$ cat config.mk
export PLATFORM = sky130hd
export DESIGN_NAME = d5m_capture_sequencer
export DESIGN_NICKNAME = d
export VERILOG_FILES = /design/src/rtl/d5m_pkg.sv /design/src/rtl/d5m_pixel_counter.sv /design/src/rtl/d5m_capture_sequencer.sv
export SDC_FILE = /design/constraint.sdc
export NUM_CORES = 1
export LEC_CHECK = 0
export ABC_CLOCK_PERIOD_IN_PS = 3700
export CORE_MARGIN = 5
export CORE_UTILIZATION = 55
export CTS_CLUSTER_DIAMETER = 40
export DETAILED_ROUTE_END_ITERATION = 6
export GPL_ROUTABILITY_DRIVEN = 0
export PLACE_DENSITY = 0.82
export RECOVER_POWER = 100
export SYNTH_ARGS = -nofsm -noshare
export SYNTH_HDL_FRONTEND = slang
export SYNTH_SLANG_ARGS = --single-unit
$ cat constraint.sdc
create_clock -name clk -period 3.7 [get_ports clk]
set_input_delay 0.555 -clock clk [delete_from_list [all_inputs] [get_ports clk]]
set_output_delay 0.555 -clock clk [all_outputs]
set_load 0.05 [all_outputs]
$ cat src/rtl/d5m_pkg.sv
// Shared types and defaults for the D5M capture sequencer.
package d5m_pkg;

    localparam int unsigned D5M_COLS  = 2592;
    localparam int unsigned D5M_LINES = 1944;

    typedef enum logic [1:0] {
        IDLE      = 2'd0,
        WAIT_IDLE = 2'd1,
        WAIT_SOF  = 2'd2,
        STREAM    = 2'd3
    } seq_state_e;

    // Counter width able to hold total-1, never narrower than one bit.
    function automatic int unsigned cnt_width(input int unsigned total);
        return (total > 1) ? $clog2(total) : 1;
    endfunction

endpackage

$ cat src/rtl/d5m_pixel_counter.sv
// Pixel position counter within a frame, with first/last pixel decode.
module d5m_pixel_counter
    import d5m_pkg::*;
#(
    parameter int unsigned COLS  = D5M_COLS,
    parameter int unsigned LINES = D5M_LINES,
    parameter int unsigned CNT_W = cnt_width(COLS * LINES)
) (
    input  logic             clk,
    input  logic             rst,
    input  logic             clear,
    input  logic             advance,
    output logic [CNT_W-1:0] count,
    output logic             first_c,
    output logic             last_c
);

    localparam int unsigned TOTAL = COLS * LINES;

    assign first_c = (count == '0);
    assign last_c  = (count == CNT_W'(TOTAL - 1));

    always_ff @(posedge clk) begin
        if (rst || clear) begin
            count <= '0;
        end else if (advance) begin
            count <= last_c ? '0 : count + CNT_W'(1);
        end
    end

endmodule

$ cat src/rtl/d5m_capture_sequencer.sv
// Frame capture sequencer: arms on command, streams whole frames as packets.
// Define D5M_SEQ_TEST_PATTERN_EN to replace pixel data with the pixel counter.
module d5m_capture_sequencer
    import d5m_pkg::*;
#(
    parameter int unsigned COLS  = D5M_COLS,
    parameter int unsigned LINES = D5M_LINES
) (
    input  logic       clk,
    input  logic       rst,
    input  logic       cmd_start,
    input  logic       cmd_stop,
    input  logic       cmd_continuous,
    input  logic [7:0] cmd_frames,
    input  logic       frame_valid,
    input  logic       line_valid,
    input  logic [7:0] data_in,
    input  logic       ready,
    output logic [7:0] data_out,
    output logic       data_valid,
    output logic       startofpacket,
    output logic       endofpacket,
    output logic       busy,
    output logic [7:0] frames_done,
    output logic       short_frame,
    output logic       overflow,
    output logic       trigger
);

    localparam int unsigned CNT_W = cnt_width(COLS * LINES);

    seq_state_e       state;
    seq_state_e       state_next;
    logic             fv_d;
    logic             cont_q;
    logic [7:0]       frames_q;
    logic [CNT_W-1:0] count;
    logic             first_c;
    logic             last_c;

    logic             fv_rise_c;
    logic             start_c;
    logic             pixel_c;
    logic             eof_c;
    logic             short_c;
    logic             budget_hit_c;
    logic             eof_idle_c;
    logic [7:0]       frames_inc_c;

    logic [7:0]       data_d;
    logic             dv_d;
    logic             sop_d;
    logic             eop_d;
    logic             busy_d;
    logic [7:0]       frames_done_d;
    logic             short_d;
    logic             ovf_d;

    // A rising edge seen in WAIT_SOF may already carry the first pixel.
    assign fv_rise_c    = frame_valid & ~fv_d;
    assign start_c      = cmd_start & ~cmd_stop & (state == IDLE);
    assign pixel_c      = frame_valid & line_valid &
                          ((state == STREAM) | ((state == WAIT_SOF) & fv_rise_c));
    assign eof_c        = pixel_c & last_c;
    assign short_c      = (state == STREAM) & ~frame_valid;
    assign frames_inc_c = (frames_done == 8'hFF) ? 8'hFF : frames_done + 8'd1;
    assign budget_hit_c = cont_q & (frames_q != 8'd0) & (frames_inc_c >= frames_q);
    assign eof_idle_c   = ~cont_q | budget_hit_c;

    d5m_pixel_counter #(
        .COLS  (COLS),
        .LINES (LINES),
        .CNT_W (CNT_W)
    ) u_pixel_counter (
        .clk     (clk),
        .rst     (rst),
        .clear   (state_next != STREAM),
        .advance (pixel_c),
        .count   (count),
        .first_c (first_c),
        .last_c  (last_c)
    );

    always_ff @(posedge clk) begin
        if (rst) begin
            state <= IDLE;
        end else begin
            state <= state_next;
        end
    end

    always_comb begin
        state_next = state;
        unique case (state)
            IDLE: begin
                if (cmd_start) begin
                    state_next = frame_valid ? WAIT_IDLE : WAIT_SOF;
                end
            end
            WAIT_IDLE: begin
                if (!frame_valid) begin
                    state_next = WAIT_SOF;
                end
            end
            WAIT_SOF: begin
                if (eof_c) begin
                    state_next = eof_idle_c ? IDLE : WAIT_SOF;
                end else if (fv_rise_c) begin
                    state_next = STREAM;
                end
            end
            STREAM: begin
                if (eof_c) begin
                    state_next = eof_idle_c ? IDLE : WAIT_SOF;
                end else if (short_c) begin
                    state_next = cont_q ? WAIT_SOF : IDLE;
                end
            end
            default: state_next = IDLE;
        endcase
        if (cmd_stop) begin
            state_next = IDLE;
        end
    end

    always_comb begin
        dv_d          = pixel_c & ready & ~cmd_stop;
        sop_d         = dv_d & first_c;
        eop_d         = dv_d & last_c;
        busy_d        = (state_next != IDLE);
        frames_done_d = frames_done;
        short_d       = short_frame;
        ovf_d         = overflow;
`ifdef D5M_SEQ_TEST_PATTERN_EN
        data_d        = 8'(count);
`else
        data_d        = data_in;
`endif
        if (start_c) begin
            frames_done_d = 8'd0;
            short_d       = 1'b0;
            ovf_d         = 1'b0;
        end else if (!cmd_stop) begin
            if (eof_c) begin
                frames_done_d = frames_inc_c;
            end
            if (short_c) begin
                short_d = 1'b1;
            end
            if (pixel_c && !ready) begin
                ovf_d = 1'b1;
            end
        end
    end

    always_ff @(posedge clk) begin
        if (rst) begin
            data_out      <= 8'd0;
            data_valid    <= 1'b0;
            startofpacket <= 1'b0;
            endofpacket   <= 1'b0;
            busy          <= 1'b0;
            trigger       <= 1'b0;
            frames_done   <= 8'd0;
            short_frame   <= 1'b0;
            overflow      <= 1'b0;
        end else begin
            data_out      <= data_d;
            data_valid    <= dv_d;
            startofpacket <= sop_d;
            endofpacket   <= eop_d;
            busy          <= busy_d;
            trigger       <= busy;
            frames_done   <= frames_done_d;
            short_frame   <= short_d;
            overflow      <= ovf_d;
        end
    end

    // Edge history and the mode/budget captured when the sequencer is armed.
    always_ff @(posedge clk) begin
        if (rst) begin
            fv_d     <= 1'b0;
            cont_q   <= 1'b0;
            frames_q <= 8'd0;
        end else begin
            fv_d <= frame_valid;
            if (start_c) begin
                cont_q   <= cmd_continuous;
                frames_q <= cmd_frames;
            end
        end
    end

endmodule

==> flow_metrics.py, run 1 <==
metrics = {
    "status": {
        "status": "finished, final reports clean",
    },
    "setup_path": {
        "critPathArrivalTime_ps": 3070,
        "worstSetupStartpointType": "primary input",
        "crit_path_end_kind": "flip-flop",
        "cp.required_ps": 3950,
        "path_class": "in -> reg",
        "worst-path-max-fanout": 10,
    },
    "logic_synthesis": {
        "syn_area_sq_um": 2738,
        "syn_nets": 349,
        "synthFlopType": "dfxtp_1",
        "synth_warnings": 0,
        "synth_cell_type_count": 43,
        "ys_ff_latch": 58,
        "syn_area_per_cell_sq_um": 8.719,
        "synth_edf_count": 0,
        "synth.yosys.seq_area_share": 0.4241,
        "async_reset_ff_frac": 0,
        "synthesis.instances": 314,
    },
    "sta": {
        "tns_ps": 0,
        "finalSetupViolations": 0,
        "tightest_slew_ps": 1176,
        "fin_crit_ps": 2819,
        "slew_violations": 0,
        "fmax_ghz": 0.3547,
        "finClkSkew_ps": 6.857,
        "fin_crit_sh": 0.7620,
        "hold_viol": 0,
        "relSlewSlack": 0.2097,
        "grt_setup_unrepaired": "false",
        "fin_ws_ps": 880.7,
    },
    "flow_run": {
        "drv_cap": 0,
    },
    "clocking": {
        "clock_latency_ps": 340,
        "clock_sinks": 58,
        "cts_buffers": 9,
        "cts_buffer_depth": 2,
        "holdBufCountCts": 0,
        "clkTransAtPathRegs_ps": 60,
        "cts_tree": "yes",
        "ctsResizeCount": 0,
        "cts_setup_buffers": 0,
        "cts.htree.levels": 3,
        "cts_root_buf": "clkbuf_8",
    },
    "placed_design": {
        "portBuffers": 46,
        "hpwlAfterDp_um": 4437,
        "post-place-ws_ps": 936.8,
    },
    "global_routing": {
        "grt_remaining_overflow": 0,
        "grt_usage": 0.2137,
        "grt_max_degree": 24,
        "grt_pass1_wl_um": 10530,
        "first_global_vias": 2406,
        "antenna_found_initial": 0,
    },
    "drt": {
        "drt_iter0_drc": 124,
        "drc": 0,
        "avgRoutedWirePerCell_um": 14.60,
        "routed_wl_um": 6352,
        "via_per_inst": 5.382,
        "via_count": 2341,
        "drtPass1Iterations": 4,
        "ant_nets": 0,
    },
    "layout": {
        "layout_commonest_cell": "dfxtp_1",
        "nets": 398,
        "most-common-layout-cells": "dfxtp_1 (58), nand2_1 (38), nor2_1 (36), dlygate4sd3_1 (26), clkdlybuf4s50_1 (20)",
        "fillers": 365,
        "multiInputGateArea_sq_um": 1466,
        "antennaDiodeCount": 0,
        "area_growth_pct": 27.51,
        "post_route_cells_drive_above_1_share": 0.06793,
        "seqCellArea_sq_um": 1161,
    },
    "pwr": {
        "p_leak_nw": 1.359,
        "max-vdd-ir-drop_mv": 0.3750,
        "powerDensity_nw_per_um2": 427.1,
    },
    "worst_hold_path": {
        "hp-class": "reg -> reg",
    },
    "floorplanning": {
        "rows": 25,
        "io_pins": 47,
        "initial_utilization": 0.5720,
        "die_h_um": 80.55,
        "core_area_sq_um": 4786,
        "dieArea_sq_um": 6488,
        "dieWidth_um": 80.55,
    },
}
final timing paths:
check	from	endpoint	slack (ps)	depth (start not counted)
max reg2reg	frames_done[0]	busy	1110	10
max	frame_valid	frames_done[3]	880	6
min	frames_q[6]	frames_q[6]	480	2
min reg2reg	frames_q[6]	frames_q[6]	480	2
critical path, cell delays in order:
cell	delay, ps
dlygate4sd3_1	610
inv_1	140
or3_1	480
nor4_2	810
a21oi_1	180
a311oi_1	280
through the flow:
step | hold WS [ps] | cell area [sq um] | instances | utilization | power [W]
floorplan | 449.0 | 2738 | 314 | - | 0.0007235
global placement | 451.3 | 3256 | 419 | 0.6803 | 0.0007719
global route | 492.9 | 3491 | 435 | 0.7294 | 0.001547
finish | 475.0 | 3491 | 435 | 0.7294 | 0.001491
detailed placement | 468.0 | 3256 | 419 | 0.6803 | 0.0007742
CTS | 476.4 | 3507 | 435 | 0.7328 | 0.001508
metal layers:
| metal | share of wire | up-vias | GRT usage |
|---|---|---|---|
| li1 | - | 1191 | - |
| met1 | 0.42 | 1089 | 0.2329 |
| met2 | 0.52 | 50 | 0.3742 |
| met3 | 0.038 | 11 | 0.05269 |
| met4 | 0.020 | 0 | 0.1216 |
| met5 | 0 | - | 0 |
cells in the mapped netlist (7+ instances only):
master	n	area [sq um]
a21oi_1	17	85.08
dfxtp_1	58	1161
nand3_1	15	75.07
nor3_1	7	35.03
inv_1	16	60.06
xor2_1	16	140.1
nor2_1	36	135.1
nand4_1	12	75.07
nor2b_1	11	68.82
xnor2_1	9	78.83
clkbuf_1	7	26.28
and3_1	7	43.79
nand2_1	38	142.6
ha_1	11	137.6
registers in the layout, summed over array words and instances (netlist names), 2 cells and up:
signal / cells
state: 2
data_out: 8
frames_q: 8
frames_done: 8
u_pixel_counter.count: 23
kinds of logic (layout without fill, tap and decap cells):
group / count (synthesis) / in the layout / synth area share
buf+inv: 26 / 80 / 0.03702
fa+ha+maj: 11 / 11 / 0.05027
flops: 58 / 58 / 0.4241
simple gates: 152 / 152 / 0.3030
xor+xnor: 25 / 25 / 0.07998
mux: 4 / 4 / 0.01463
compound gates: 38 / 38 / 0.09095
where the power goes:
| part | switching [W] | internal (W) | total, W | leakage, nW |
|---|---|---|---|---|
| combinational | 0.0000625 | 0.0000476 | 0.000110 | 0.759 |
| clock | 0.000253 | 0.000481 | 0.000735 | 0.129 |
| sequential | 0.00000810 | 0.000638 | 0.000646 | 0.471 |
| total | 0.000324 | 0.00117 | 0.00149 | 1.36 |
area by class of cell:
type / count / share of cell area
multi-input cells: 230 / 0.4201
flip-flops and latches: 58 / 0.3326
repair buffers: 48 / 0.1341
clock buffers: 11 / 0.04337
clock inverters: 5 / 0.02867
well taps: 67 / 0.02401
inverters: 16 / 0.01720
Note: power is estimated with default switching activity, not from simulation.
==> run 2, diff against run 1 <==
--- a/config.mk
+++ b/config.mk
@@ -5,13 +5,13 @@
 export SDC_FILE = /design/constraint.sdc
 export NUM_CORES = 1
 export LEC_CHECK = 0
-export ABC_CLOCK_PERIOD_IN_PS = 3700
+export ABC_CLOCK_PERIOD_IN_PS = 2940
 export CORE_MARGIN = 5
-export CORE_UTILIZATION = 55
+export CORE_UTILIZATION = 52
 export CTS_CLUSTER_DIAMETER = 40
 export DETAILED_ROUTE_END_ITERATION = 6
 export GPL_ROUTABILITY_DRIVEN = 0
-export PLACE_DENSITY = 0.82
+export PLACE_DENSITY = 0.79
 export RECOVER_POWER = 100
 export SYNTH_ARGS = -nofsm -noshare
 export SYNTH_HDL_FRONTEND = slang
==> constraint.sdc (replaced) <==
create_clock -name clk -period 2.94 [get_ports clk]
set_input_delay 0.441 -clock clk [delete_from_list [all_inputs] [get_ports clk]]
set_output_delay 0.441 -clock clk [all_outputs]
set_load 0.05 [all_outputs]
==> flow_metrics.py, run 2 (synthesized netlist as in run 1, its figures left out) <==
metrics = {
    "drt": {
        "ant_nets": 0,
        "drt_iter0_drc": 119,
        "drtPass1Iterations": 4,
        "routed_wl_um": 6229,
        "via_count": 2360,
        "via_per_inst": 5.339,
        "drc": 0,
        "avgRoutedWirePerCell_um": 14.09,
    },
    "sta": {
        "fmax_ghz": 0.3869,
        "fin_crit_sh": 0.8791,
        "fin_crit_ps": 2585,
        "relSlewSlack": 0.5180,
        "fin_ws_ps": 355.3,
        "finalSetupViolations": 0,
        "hold_viol": 0,
        "finClkSkew_ps": 3.068,
        "tightest_slew_ps": 719.1,
        "grt_setup_unrepaired": "false",
        "slew_violations": 0,
        "tns_ps": 0,
    },
    "setup_path": {
        "reg2reg_depth": 10,
        "startpoint": "frame_valid",
        "timing.rr.end": "busy",
        "cp_slowest_stage_delay_ps": 630,
        "path_cells": "dlygate4sd3_1, inv_1, or3_1, nor4_4, clkbuf_1, and2_0, a311oi_1",
        "cp.required_ps": 3140,
        "setup.worst_path.end": "frames_done[3]",
        "worst-path-max-fanout": 10,
        "worstSetupStartpointType": "primary input",
        "crit_path_end_kind": "flip-flop",
        "r2r-start": "frames_done[0]",
        "reg2reg_slack_ps": 360,
        "path_class": "in -> reg",
        "critPathArrivalTime_ps": 2790,
        "cpMaxStageDelayCell": "dlygate4sd3_1",
    },
    "floorplanning": {
        "die_h_um": 82.56,
        "io_pins": 47,
        "core_area_sq_um": 5107,
        "dieWidth_um": 82.56,
        "dieArea_sq_um": 6816,
        "initial_utilization": 0.5360,
        "rows": 26,
    },
    "layout": {
        "regMostFlops": "u_pixel_counter.count",
        "area_growth_pct": 27.42,
        "post_route_cells_drive_above_1_share": 0.07258,
        "fillers": 437,
        "layout_commonest_cell": "dfxtp_1",
        "antennaDiodeCount": 0,
        "nets": 402,
        "largest_reg_flops": 23,
        "most-common-layout-cells": "dfxtp_1 (58), nand2_1 (38), nor2_1 (36), dlygate4sd3_1 (26), clkdlybuf4s50_1 (20)",
    },
    "global_routing": {
        "first_global_vias": 2342,
        "antenna_found_initial": 0,
        "grt_max_degree": 24,
        "grt_pass1_wl_um": 10420,
        "grt_remaining_overflow": 0,
        "grt_usage": 0.2022,
    },
    "pwr": {
        "p_leak_nw": 1.362,
        "max-vdd-ir-drop_mv": 0.3916,
        "powerDensity_nw_per_um2": 503.2,
    },
    "clocking": {
        "cts_root_buf": "clkbuf_8",
        "cts_buffer_depth": 2,
        "cts_tree": "yes",
        "clock_latency_ps": 340,
        "cts_setup_buffers": 0,
        "clock_sinks": 58,
        "holdBufCountCts": 0,
        "ctsResizeCount": 0,
        "cts_buffers": 9,
        "clkTransAtPathRegs_ps": 60,
        "cts.htree.levels": 3,
    },
    "status": {
        "status": "finished, final reports clean",
    },
    "placed_design": {
        "portBuffers": 46,
        "hpwlAfterDp_um": 4507,
        "post-place-ws_ps": 410.2,
    },
    "worst_hold_path": {
        "hp-class": "reg -> reg",
    },
    "flow_run": {
        "drv_cap": 0,
    },
}
## run 2: cell count changes in the layout (fill, tap and decap cells not counted)
cell       delta
and2_0        +1
and2_1        -1
and4_1        +1
and4_4        -1
buf_4         +3
bufinv_16     -1
clkbuf_2      +1
clkbuf_8      -1
clkinv_2      +2
nand4_1       +1
nand4_2       -1
nor4_2        -1
nor4_4        +1
## run 2: critical path: cells and delay by family
kind | cells | cell delay, ps
AND/OR/NAND/NOR | 3 | 990
buffers and inverters | 3 | 1220
AO/OA/AOI/OAI | 1 | 140
## run 2: how the worst min path moves through the flow
| stage | cells after the start | start | slack (ps) | endpoint |
|---|---|---|---|---|
| after detailed placement | 2 | overflow | 460 | overflow |
| final | 2 | overflow | 470 | overflow |
| after floorplan | 2 | frames_q[2] | 450 | frames_q[2] |
| after global placement | 2 | overflow | 450 | overflow |
| after global routing | 2 | frames_q[2] | 510 | frames_q[2] |
| after CTS | 2 | frames_q[2] | 470 | frames_q[2] |
## run 2: layout make-up
cell class | count | area (sq um) | share of cell area
timing repair buffer | 52 | 495.5 | 0.1420
multi-input combinational | 230 | 1466 | 0.4204
clock buffer | 10 | 137.6 | 0.03945
sequential | 58 | 1161 | 0.3329
tap | 70 | 87.58 | 0.02511
inverter | 16 | 60.06 | 0.01722
clock inverter | 6 | 80.08 | 0.02296
## run 2: stage by stage
stage | total power, W | utilization | hold WS [ps] | instance area [sq um] | std cells
2_1_floorplan | 0.0009105 | - | 449.0 | 2738 | 314
3_3_place_gp | 0.0009738 | 0.6440 | 454.3 | 3289 | 426
3_5_place_dp | 0.0009766 | 0.6440 | 458.8 | 3289 | 426
4_1_cts | 0.001779 | 0.6867 | 472.6 | 3507 | 442
5_1_grt | 0.001826 | 0.6830 | 510.9 | 3488 | 442
6_report | 0.001756 | 0.6830 | 467.5 | 3488 | 442
## run 2: routing by layer
metal	vias to the layer above	part of all wire	wire length, um	global-route usage
met4	0	0.012	72	0.06536
met5	-	0	0	0
li1	1196	-	-	-
met2	61	0.53	3286	0.3598
met1	1094	0.40	2515	0.2247
met3	9	0.057	355	0.06941
## run 2: power breakdown
| part | leakage, nW | switching, W | internal (W) | total, W |
|---|---|---|---|---|
| Combinational | 0.775 | 0.0000803 | 0.0000610 | 0.000141 |
| Clock | 0.116 | 0.000307 | 0.000494 | 0.000801 |
| Sequential | 0.471 | 0.0000102 | 0.000803 | 0.000813 |
